==> src/rtl/coin_acceptor_if.sv <==
// Signal bundle between the coin acceptor and its user/controller side.
// The master drives the sensor, user and controller inputs; the slave is the acceptor.
interface coin_acceptor_if #(
    parameter int unsigned CREDIT_W = 4
);
    logic                coin_raw;
    logic [1:0]          coin_value;
    logic                double_sel;
    logic                cancel;
    logic                wash_done;
    logic                coin_in;
    logic                double_wash;
    logic [CREDIT_W-1:0] credit;
    logic                coin_reject;
    logic                refund_pulse;
    logic [CREDIT_W-1:0] refund_amt;
    logic                busy;

    modport master (
        output coin_raw, coin_value, double_sel, cancel, wash_done,
        input  coin_in, double_wash, credit, coin_reject, refund_pulse, refund_amt, busy
    );

    modport slave (
        input  coin_raw, coin_value, double_sel, cancel, wash_done,
        output coin_in, double_wash, credit, coin_reject, refund_pulse, refund_amt, busy
    );
endinterface

==> src/rtl/coin_acceptor.sv <==
// Washing-machine payment front-end: debounces coins, accumulates credit,
// starts the wash when paid and the controller is idle, refunds change/cancel/timeout.
module coin_acceptor #(
    parameter int unsigned PRICE_SINGLE = 4,
    parameter int unsigned PRICE_DOUBLE = 6,
    parameter int unsigned CREDIT_W     = 4,
    parameter int unsigned DEBOUNCE_CYC = 4,
    parameter int unsigned TIMEOUT_CYC  = 1000
) (
    input  logic             clk,
    input  logic             rst_n,
    coin_acceptor_if.slave   bus
);
    localparam int unsigned DEB_W = $clog2(DEBOUNCE_CYC + 2);
    localparam int unsigned TMO_W = $clog2(TIMEOUT_CYC + 1);

    typedef enum logic [2:0] {
        IDLE    = 3'd0,
        COLLECT = 3'd1,
        START   = 3'd2,
        RUN     = 3'd3,
        REFUND  = 3'd4
    } state_e;

    state_e              state_q, state_d;
    logic                sync1_q, sync2_q;
    logic [DEB_W-1:0]    deb_q, deb_d;
    logic [TMO_W-1:0]    tmo_q, tmo_d;
    logic [CREDIT_W-1:0] credit_q, credit_d;
    logic [CREDIT_W-1:0] change_q, change_d;
    logic [CREDIT_W-1:0] refund_amt_q, refund_amt_d;
    logic                seen_busy_q, seen_busy_d;
    logic                double_wash_q, double_wash_d;
    logic                coin_reject_q, coin_reject_d;
    logic                coin_in_q, busy_q, refund_pulse_q;

    logic                accept_c;
    logic                invalid_c;
    logic                reload_c;
    logic [2:0]          coin_units_c;
    logic [CREDIT_W:0]   sum_c;
    logic [CREDIT_W-1:0] credit_new_c;
    logic [CREDIT_W-1:0] price_c;

    // Debounce: count consecutive synchronised-high cycles, saturating one past the accept point
    always_comb begin
        deb_d = deb_q;
        if (!sync2_q) begin
            deb_d = '0;
        end else if (deb_q != DEB_W'(DEBOUNCE_CYC + 1)) begin
            deb_d = deb_q + DEB_W'(1);
        end
    end

    assign accept_c  = (deb_q == DEB_W'(DEBOUNCE_CYC));
    assign invalid_c = (bus.coin_value == 2'b11);
    assign price_c   = bus.double_sel ? CREDIT_W'(PRICE_DOUBLE) : CREDIT_W'(PRICE_SINGLE);

    always_comb begin
        case (bus.coin_value)
            2'b00:   coin_units_c = 3'd1;
            2'b01:   coin_units_c = 3'd2;
            2'b10:   coin_units_c = 3'd4;
            default: coin_units_c = 3'd0;
        endcase
    end

    assign sum_c = {1'b0, credit_q} + (CREDIT_W + 1)'(coin_units_c);

    // Next-state, credit bookkeeping and registered-output next values
    always_comb begin
        state_d       = state_q;
        credit_d      = credit_q;
        change_d      = change_q;
        tmo_d         = tmo_q;
        seen_busy_d   = seen_busy_q;
        refund_amt_d  = refund_amt_q;
        double_wash_d = double_wash_q;
        coin_reject_d = 1'b0;
        credit_new_c  = credit_q;
        reload_c      = 1'b0;

        if (accept_c) begin
            if (invalid_c || sum_c[CREDIT_W] || !(state_q inside {IDLE, COLLECT})) begin
                coin_reject_d = 1'b1;
            end else begin
                credit_new_c = sum_c[CREDIT_W-1:0];
                reload_c     = 1'b1;
            end
        end

        case (state_q)
            IDLE: begin
                credit_d      = '0;
                double_wash_d = 1'b0;
                if (reload_c) begin
                    credit_d = credit_new_c;
                    tmo_d    = '0;
                    state_d  = COLLECT;
                end
            end
            COLLECT: begin
                credit_d = credit_new_c;
                tmo_d    = reload_c ? '0 : tmo_q + TMO_W'(1);
                if (bus.cancel || (!reload_c && tmo_q == TMO_W'(TIMEOUT_CYC - 1))) begin
                    state_d      = REFUND;
                    refund_amt_d = credit_new_c;
                    credit_d     = '0;
                    tmo_d        = '0;
                end else if (credit_q >= price_c && bus.wash_done) begin
                    state_d       = START;
                    change_d      = credit_new_c - price_c;
                    credit_d      = '0;
                    tmo_d         = '0;
                    double_wash_d = bus.double_sel;
                    seen_busy_d   = 1'b0;
                end
            end
            START: begin
                state_d = RUN;
            end
            RUN: begin
                // The controller must be seen busy before its idle level ends the wash
                if (!bus.wash_done) begin
                    seen_busy_d = 1'b1;
                end else if (seen_busy_q) begin
                    double_wash_d = 1'b0;
                    seen_busy_d   = 1'b0;
                    if (change_q != '0) begin
                        state_d      = REFUND;
                        refund_amt_d = change_q;
                    end else begin
                        state_d = IDLE;
                    end
                end
            end
            REFUND: begin
                credit_d = '0;
                change_d = '0;
                state_d  = IDLE;
            end
            default: begin
                state_d = IDLE;
            end
        endcase
    end

    always_ff @(posedge clk or negedge rst_n) begin
        if (!rst_n) begin
            state_q        <= IDLE;
            sync1_q        <= 1'b0;
            sync2_q        <= 1'b0;
            deb_q          <= '0;
            tmo_q          <= '0;
            credit_q       <= '0;
            change_q       <= '0;
            refund_amt_q   <= '0;
            seen_busy_q    <= 1'b0;
            double_wash_q  <= 1'b0;
            coin_reject_q  <= 1'b0;
            coin_in_q      <= 1'b0;
            busy_q         <= 1'b0;
            refund_pulse_q <= 1'b0;
        end else begin
            state_q        <= state_d;
            sync1_q        <= bus.coin_raw;
            sync2_q        <= sync1_q;
            deb_q          <= deb_d;
            tmo_q          <= tmo_d;
            credit_q       <= credit_d;
            change_q       <= change_d;
            refund_amt_q   <= refund_amt_d;
            seen_busy_q    <= seen_busy_d;
            double_wash_q  <= double_wash_d;
            coin_reject_q  <= coin_reject_d;
            coin_in_q      <= (state_d == START);
            busy_q         <= (state_d == START) || (state_d == RUN);
            refund_pulse_q <= (state_d == REFUND);
        end
    end

    assign bus.coin_in      = coin_in_q;
    assign bus.double_wash  = double_wash_q;
    assign bus.credit       = credit_q;
    assign bus.coin_reject  = coin_reject_q;
    assign bus.refund_pulse = refund_pulse_q;
    assign bus.refund_amt   = refund_amt_q;
    assign bus.busy         = busy_q;
endmodule

==> src/flat_wrapper.sv <==
// flat-port wrapper written by rule: the top's interface ports become plain ports
module coin_acceptor_flat 
#(
    parameter int unsigned PRICE_SINGLE = 4,
    parameter int unsigned PRICE_DOUBLE = 6,
    parameter int unsigned CREDIT_W     = 4,
    parameter int unsigned DEBOUNCE_CYC = 4,
    parameter int unsigned TIMEOUT_CYC  = 1000
)
  (clk, rst_n, bus_coin_raw, bus_coin_value, bus_double_sel, bus_cancel, bus_wash_done, bus_coin_in, bus_double_wash, bus_credit, bus_coin_reject, bus_refund_pulse, bus_refund_amt, bus_busy);
  coin_acceptor_if #(.CREDIT_W(CREDIT_W)) bus_i ();
  input  logic clk;
  input  logic rst_n;
  input wire logic [$bits(bus_i.coin_raw)-1:0] bus_coin_raw;
  input wire logic [$bits(bus_i.coin_value)-1:0] bus_coin_value;
  input wire logic [$bits(bus_i.double_sel)-1:0] bus_double_sel;
  input wire logic [$bits(bus_i.cancel)-1:0] bus_cancel;
  input wire logic [$bits(bus_i.wash_done)-1:0] bus_wash_done;
  output wire logic [$bits(bus_i.coin_in)-1:0] bus_coin_in;
  output wire logic [$bits(bus_i.double_wash)-1:0] bus_double_wash;
  output wire logic [$bits(bus_i.credit)-1:0] bus_credit;
  output wire logic [$bits(bus_i.coin_reject)-1:0] bus_coin_reject;
  output wire logic [$bits(bus_i.refund_pulse)-1:0] bus_refund_pulse;
  output wire logic [$bits(bus_i.refund_amt)-1:0] bus_refund_amt;
  output wire logic [$bits(bus_i.busy)-1:0] bus_busy;
  assign bus_i.coin_raw = bus_coin_raw;
  assign bus_i.coin_value = bus_coin_value;
  assign bus_i.double_sel = bus_double_sel;
  assign bus_i.cancel = bus_cancel;
  assign bus_i.wash_done = bus_wash_done;
  assign bus_coin_in = bus_i.coin_in;
  assign bus_double_wash = bus_i.double_wash;
  assign bus_credit = bus_i.credit;
  assign bus_coin_reject = bus_i.coin_reject;
  assign bus_refund_pulse = bus_i.refund_pulse;
  assign bus_refund_amt = bus_i.refund_amt;
  assign bus_busy = bus_i.busy;
  coin_acceptor #(.PRICE_SINGLE(PRICE_SINGLE), .PRICE_DOUBLE(PRICE_DOUBLE), .CREDIT_W(CREDIT_W), .DEBOUNCE_CYC(DEBOUNCE_CYC), .TIMEOUT_CYC(TIMEOUT_CYC)) u_core (.clk(clk), .rst_n(rst_n), .bus(bus_i));
endmodule
==> config.mk <==
export PLATFORM = sky130hd
export DESIGN_NAME = coin_acceptor_flat
export DESIGN_NICKNAME = d
export VERILOG_FILES = /design/src/rtl/coin_acceptor_if.sv /design/src/rtl/coin_acceptor.sv /design/src/flat_wrapper.sv
export SDC_FILE = /design/constraint.sdc
export NUM_CORES = 1
export LEC_CHECK = 0
export ABC_AREA = 1
export ABC_CLOCK_PERIOD_IN_PS = 3200
export BUFFER_PORTS_ARGS = -buffer_cell sky130_fd_sc_hd__buf_2
export CORE_MARGIN = 2
export CORE_UTILIZATION = 30
export DETAILED_ROUTE_END_ITERATION = 16
export MAX_ROUTING_LAYER = met4
export SYNTH_ARGS = -nofsm -noshare
export SYNTH_HDL_FRONTEND = slang
export SYNTH_SLANG_ARGS = --single-unit
export TNS_END_PERCENT = 5
==> constraint.sdc <==
create_clock -name clk -period 3.2 [get_ports clk]
set_clock_uncertainty 0.2 [all_clocks]
set_input_delay 0 -clock clk [delete_from_list [all_inputs] [get_ports clk]]
set_output_delay 0 -clock clk [all_outputs]
set_load 0.01 [all_outputs]
# Word-level counts from Yosys, hierarchy flattened

Cells that the tools add are included.

Input port bits: 8
Word-level logic and storage cells: 104
Output and inout port bits: 13
Register bits: 36

Reductions and logical operators: 21
$lt $le $gt $ge: 1
Add/subtract/negate cells: 4
Muxes and demuxes: 43
Equality and inequality tests: 21

Operator list:

| operator                | number |
|---|---|
| $mux W4                 | 11 |
| $mux W10                | 4 |
| $mux W3                 | 8 |
| $pmux W10 S2            | 1 |
| $pmux W4 S2             | 2 |
| $eq A3 B2 Y1 const B    | 4 |
| $pmux W3 S4             | 1 |
| $pmux W4 S3             | 1 |
| $mux W1                 | 11 |
| $add A10 B1 Y10 const B | 1 |
| $eq A10 B10 Y1 const B  | 1 |
| $ne A2 B2 Y1 const B    | 5 |
| $reduce_and A5 Y1       | 2 |
| $eq A3 B3 Y1 const B    | 3 |
| $pmux W3 S3             | 1 |
| $ne A2 B1 Y1 const B    | 3 |
| $reduce_and A3 Y1       | 2 |
| $reduce_bool A2 Y1      | 3 |
| $reduce_bool A3 Y1      | 2 |
| $add A4 B3 Y5           | 1 |
| $eq A2 B2 Y1 const B    | 2 |
| $ge A4 B4 Y1            | 1 |
| $logic_or A1 B1 Y1      | 4 |
| $reduce_bool A4 Y1      | 1 |
| other kinds (13)        | 15 |

# Logic depth before layout (Yosys ltp)

Depth in word-level cells: 14
Mapped depth: 20
Mapped depth without buffers: 20

# Worst setup path before layout

No wires, ideal clock.

Path type: flip-flop to flip-flop
Start: reg u_core.credit_q[0], in the netlist u_core.bus.credit[0]
End: reg u_core.change_q[3]
Setup time: 116 ps
Cell stages (with the launch flop): 18
Clock period less this slack: 2594 ps
Setup slack: 606 ps
Required time: 2884 ps
Path buffers: 0
Data arrival time: 2278 ps
Cell sequence: dfrtp_1 > ha_1 > inv_1 > fa_1 > inv_1 > nand3_1 > nand2_1 > nor3_4 > o21ai_0 > inv_1 > ha_1 > inv_1 > ha_1 > inv_1 > a21oi_1 > nor2_1 > nand2_1 > nand2_1

Cells in the longest elaborated chain, start to end: 10
Elaborated cells on any way between the ends: 19
Those cells by class: add/sub: 2; order compare: 1; eq/ne: 2; mux: 7; reduce/logical: 7

Ends and longest elaborated chain:

| what                                                   | RTL line             | source |
|---|---|---|
| from (decl)                                            | coin_acceptor.sv:29  | `logic [CREDIT_W-1:0] credit_q, credit_d;` |
| from (signal assigned)                                 | coin_acceptor.sv:170 | `credit_q <= credit_d;` |
| branches (longest 10 deep; another with $add A4 B3 Y5) | n/a                  |  |
| to (signal assigned)                                   | coin_acceptor.sv:171 | `change_q <= change_d;` |
| to (decl)                                              | coin_acceptor.sv:30  | `logic [CREDIT_W-1:0] change_q, change_d;` |

Parallel ways; which one is timed is not known. The select of a mux whose other input is x is not followed.
A chain may end at the register's enable or synchronous reset.

# Final worst setup path

Ends and elaborated chain as after synthesis.

==> reports/metrics.yaml <==
grt:
  grt_overflow: 0
  antenna_found_initial: 0
  grtUsageTotal: 0.134
  grt_max_degree: 37
  grt_pass1_wl_mm: 7.82
  grt_pass1_vias: 1744
clock_tree:
  cts_max_path_buffers: 2
  cts_tree: "yes"
  path_clk_slew_ns: 0.07
  cts_sinks: 36
  htree_levels: 2
  cts_resized: 0
  clkLatencyLatePin_ns: 0.30
  root_buffer: "clkbuf_8"
  numCtsBuffers: 5
yosys:
  synth_top_family_by_area: "simple AND/OR/NAND/NOR gates"
  synth_area_um2: 2110
  ys.warnings.count: 0
  syn_inst: 266
  postSynthAreaPerCell_um2: 7.94
  seq_area_frac_synth: 0.427
  synth_mux_area_frac: 0
  syn_nets: 285
  synth-seq-cells: 36
  synthSimpleGateAreaFrac: 0.328
  synth_compound_area_frac: 0.0865
  synth_fa_ha_area_frac: 0.0687
  yosysUniqueCellTypes: 27
  synthXorXnorAreaFrac: 0.0207
placed_design:
  hpwl_mm: 3.34
  gp_congestion: 0.855
  place_worst_setup_slack_ns: 0.439
  io_buffer_count: 20
die:
  start_util: 0.311
  pin_count: 21
  die-height_um: 87.9
  chipWidth_um: 87.9
  die-area_um2: 7730
  rows: 30
  core_area_um2: 6790
layout:
  antenna_cells: 0
  fin_util: 0.366
  seqCellArea_um2: 901
  multi_input_area_um2: 1060
  fillCellCount: 698
  drive_above_1_share: 0.177
  syn2layout_area_growth_pct: 17.9
  fin_nets: 317
sta:
  worst_pin_slew_ns: 0.834
  clock.fmax_mhz: 358
  period_share: 0.874
  fin_hold_ws_ns: 0.0367
  finalWorstSetupSlack_ns: 0.404
  setup_tns_ns: 0
  hold_viol: 0
  max_slew_margin: 0.444
  rsz0062_at_grt: "false"
  fin_crit_ns: 2.80
  setup-violations-final: 0
  slew_violations: 0
power:
  p_leak_uw: 0.00130
  ir_drop_uv: 202
  power_density_nw_per_um2: 436
setup_path:
  end_kind: "flip-flop"
  start_kind: "flip-flop"
  cp.required_ns: 3.24
  worstSetupPathType: "reg -> reg"
  startpoint: "u_core.bus.credit[0]$_DFFE_PN0P_"
  worstPathMaxFanout: 6
  arrival_ns: 2.83
  r2r-start: "u_core.bus.credit[0]$_DFFE_PN0P_"
detailed_routing:
  drc: 0
  first_pass_iters: 4
  ant_nets: 0
  wirelength_mm: 4.44
  vias: 1747
  wl_per_cell_um: 11.2
  routed_via_density: 4.42
  drtIter0Drc: 78
worst_hold_path:
  holdCritPathClass: "in -> reg"
  hp-start: "bus_coin_value[1]"
flow_run:
  maxCapViolCount: 0
run_status:
  status: "complete, no violations"
==> stage by stage <==
step / instances / power [uW] / instance area (um2)
after floorplan: 266 / 635 / 2110
after global placement: 382 / 685 / 2330
after detailed placement: 382 / 687 / 2330
after CTS: 395 / 1100 / 2490
after global routing: 395 / 1150 / 2490
final: 395 / 1080 / 2490
==> cell usage after synthesis <==
| library cell | number | area, um2 |
|---|---|---|
| a21o_1 | 1 | 7.51 |
| a21oi_1 | 7 | 35.0 |
| a31oi_1 | 1 | 6.26 |
| dfrtp_1 | 36 | 901 |
| fa_1 | 1 | 20.0 |
| ha_1 | 10 | 125 |
| inv_1 | 36 | 135 |
| inv_2 | 3 | 11.3 |
| nand2_1 | 69 | 259 |
| nand2_2 | 7 | 43.8 |
| nand2_4 | 4 | 45.0 |
| nand3_1 | 21 | 105 |
| nand3b_4 | 1 | 20.0 |
| nand4_1 | 5 | 31.3 |
| nor2_1 | 20 | 75.1 |
| nor2_2 | 4 | 25.0 |
| nor2_4 | 3 | 33.8 |
| nor3_1 | 4 | 20.0 |
| nor3_4 | 1 | 16.3 |
| o211ai_1 | 3 | 22.5 |
| o21ai_0 | 13 | 65.1 |
| o21ai_1 | 6 | 30.0 |
| o311ai_1 | 1 | 8.76 |
| o31ai_1 | 1 | 7.51 |
| or2_2 | 3 | 18.8 |
| xnor2_1 | 2 | 17.5 |
| xor2_1 | 3 | 26.3 |
==> layer usage <==
metal	global-route usage	vias to the layer above	routed length, um
met1	0.177	798	2240
met3	0.0330	6	193
met2	0.199	29	1950
met4	0.0462	0	61
met5	-	-	0
li1	-	914	-
==> layout make-up <==
type,instances,area share
well taps,96,0.0482
inverters,39,0.0588
multi-input cells,191,0.428
flip-flops and latches,36,0.362
clock inverters,2,0.0141
repair buffers,25,0.0603
clock buffers,6,0.0291
==> path summary, 6_finish.rpt <==
path                                                     to  slack, ns  cells past startpoint
setup / recovery             u_core.change_q[3]$_DFFE_PN0P_       0.40                     18
setup reg to reg             u_core.change_q[3]$_DFFE_PN0P_       0.40                     18
max in group asynchronous       u_core.tmo_q[0]$_DFFE_PN0P_       2.12                      2
hold / removal             u_core.bus.coin_reject$_DFF_PN0_       0.04                      5
min in group asynchronous       u_core.tmo_q[2]$_DFFE_PN0P_       0.13                      2
hold reg to reg                    u_core.sync2_q$_DFF_PN0_       0.15                      0
==> kinds of logic (layout without fill, tap and decap cells) <==
kind of cell             after synthesis  after routing
AO/OA/AOI/OAI                         33             33
buffers and inverters                 39             72
AND/OR/NAND/NOR                      142            142
adder cells (fa/ha/maj)               11             11
XOR/XNOR                               5              5
flip-flops                            36             36
==> worst max-delay path, cell delays in order, from the launching register on <==
cell and delay, ns:
dfrtp_1 0.39, ha_1 0.18, inv_1 0.05, fa_1 0.40
inv_1 0.07, nand3_1 0.06, nand2_1 0.17, nor3_4 0.08
o21ai_0 0.33, inv_1 0.08, ha_1 0.18, inv_1 0.05
ha_1 0.12, inv_1 0.04, nand3_1 0.07, nand2_1 0.05
nor2_1 0.09, nand2_1 0.06, nand2_1 0.05
==> placed cells by master (no fill, tap or decap) <==
master / instances
o31ai_1: 1
nor2_2: 4
buf_2: 20
dlygate4sd3_1: 5
a21o_1: 1
nand4_1: 5
o211ai_1: 3
nand3_1: 21
fa_1: 1
nand2_1: 69
o21ai_1: 6
clkbuf_1: 1
nor2_1: 20
xnor2_1: 2
nand3b_4: 1
nand2_2: 7
inv_2: 3
bufinv_16: 1
nor3_1: 4
or2_2: 3
inv_1: 36
nand2_4: 4
a31oi_1: 1
nor3_4: 1
o311ai_1: 1
ha_1: 10
dfrtp_1: 36
clkbuf_8: 5
xor2_1: 3
clkinv_2: 1
o21ai_0: 13
nor2_4: 3
a21oi_1: 7
==> sequential cells by signal, indices dropped and copies added (netlist names), 3 cells and up <==
register and cells:
u_core.bus.credit 4, u_core.tmo_q 10, u_core.bus.refund_amt 4, u_core.deb_q 3, u_core.change_q 4, u_core.state_q 3
==> power breakdown <==
part	internal, uW	total (uW)	switching [uW]
combinational	58.7	159	100
sequential	495	523	27.8
clock	231	403	172
total	786	1080	299
==> timing repair <==
| action | in CTS | in global routing |
|---|---|---|
| setup buffers | 0 | 0 |
| hold buffers | 5 | 0 |
| setup endpoints to repair | 0 | 0 |
| endpoints found under the hold margin | 51 | 0 |
Power figures use the tool's default switching activity.
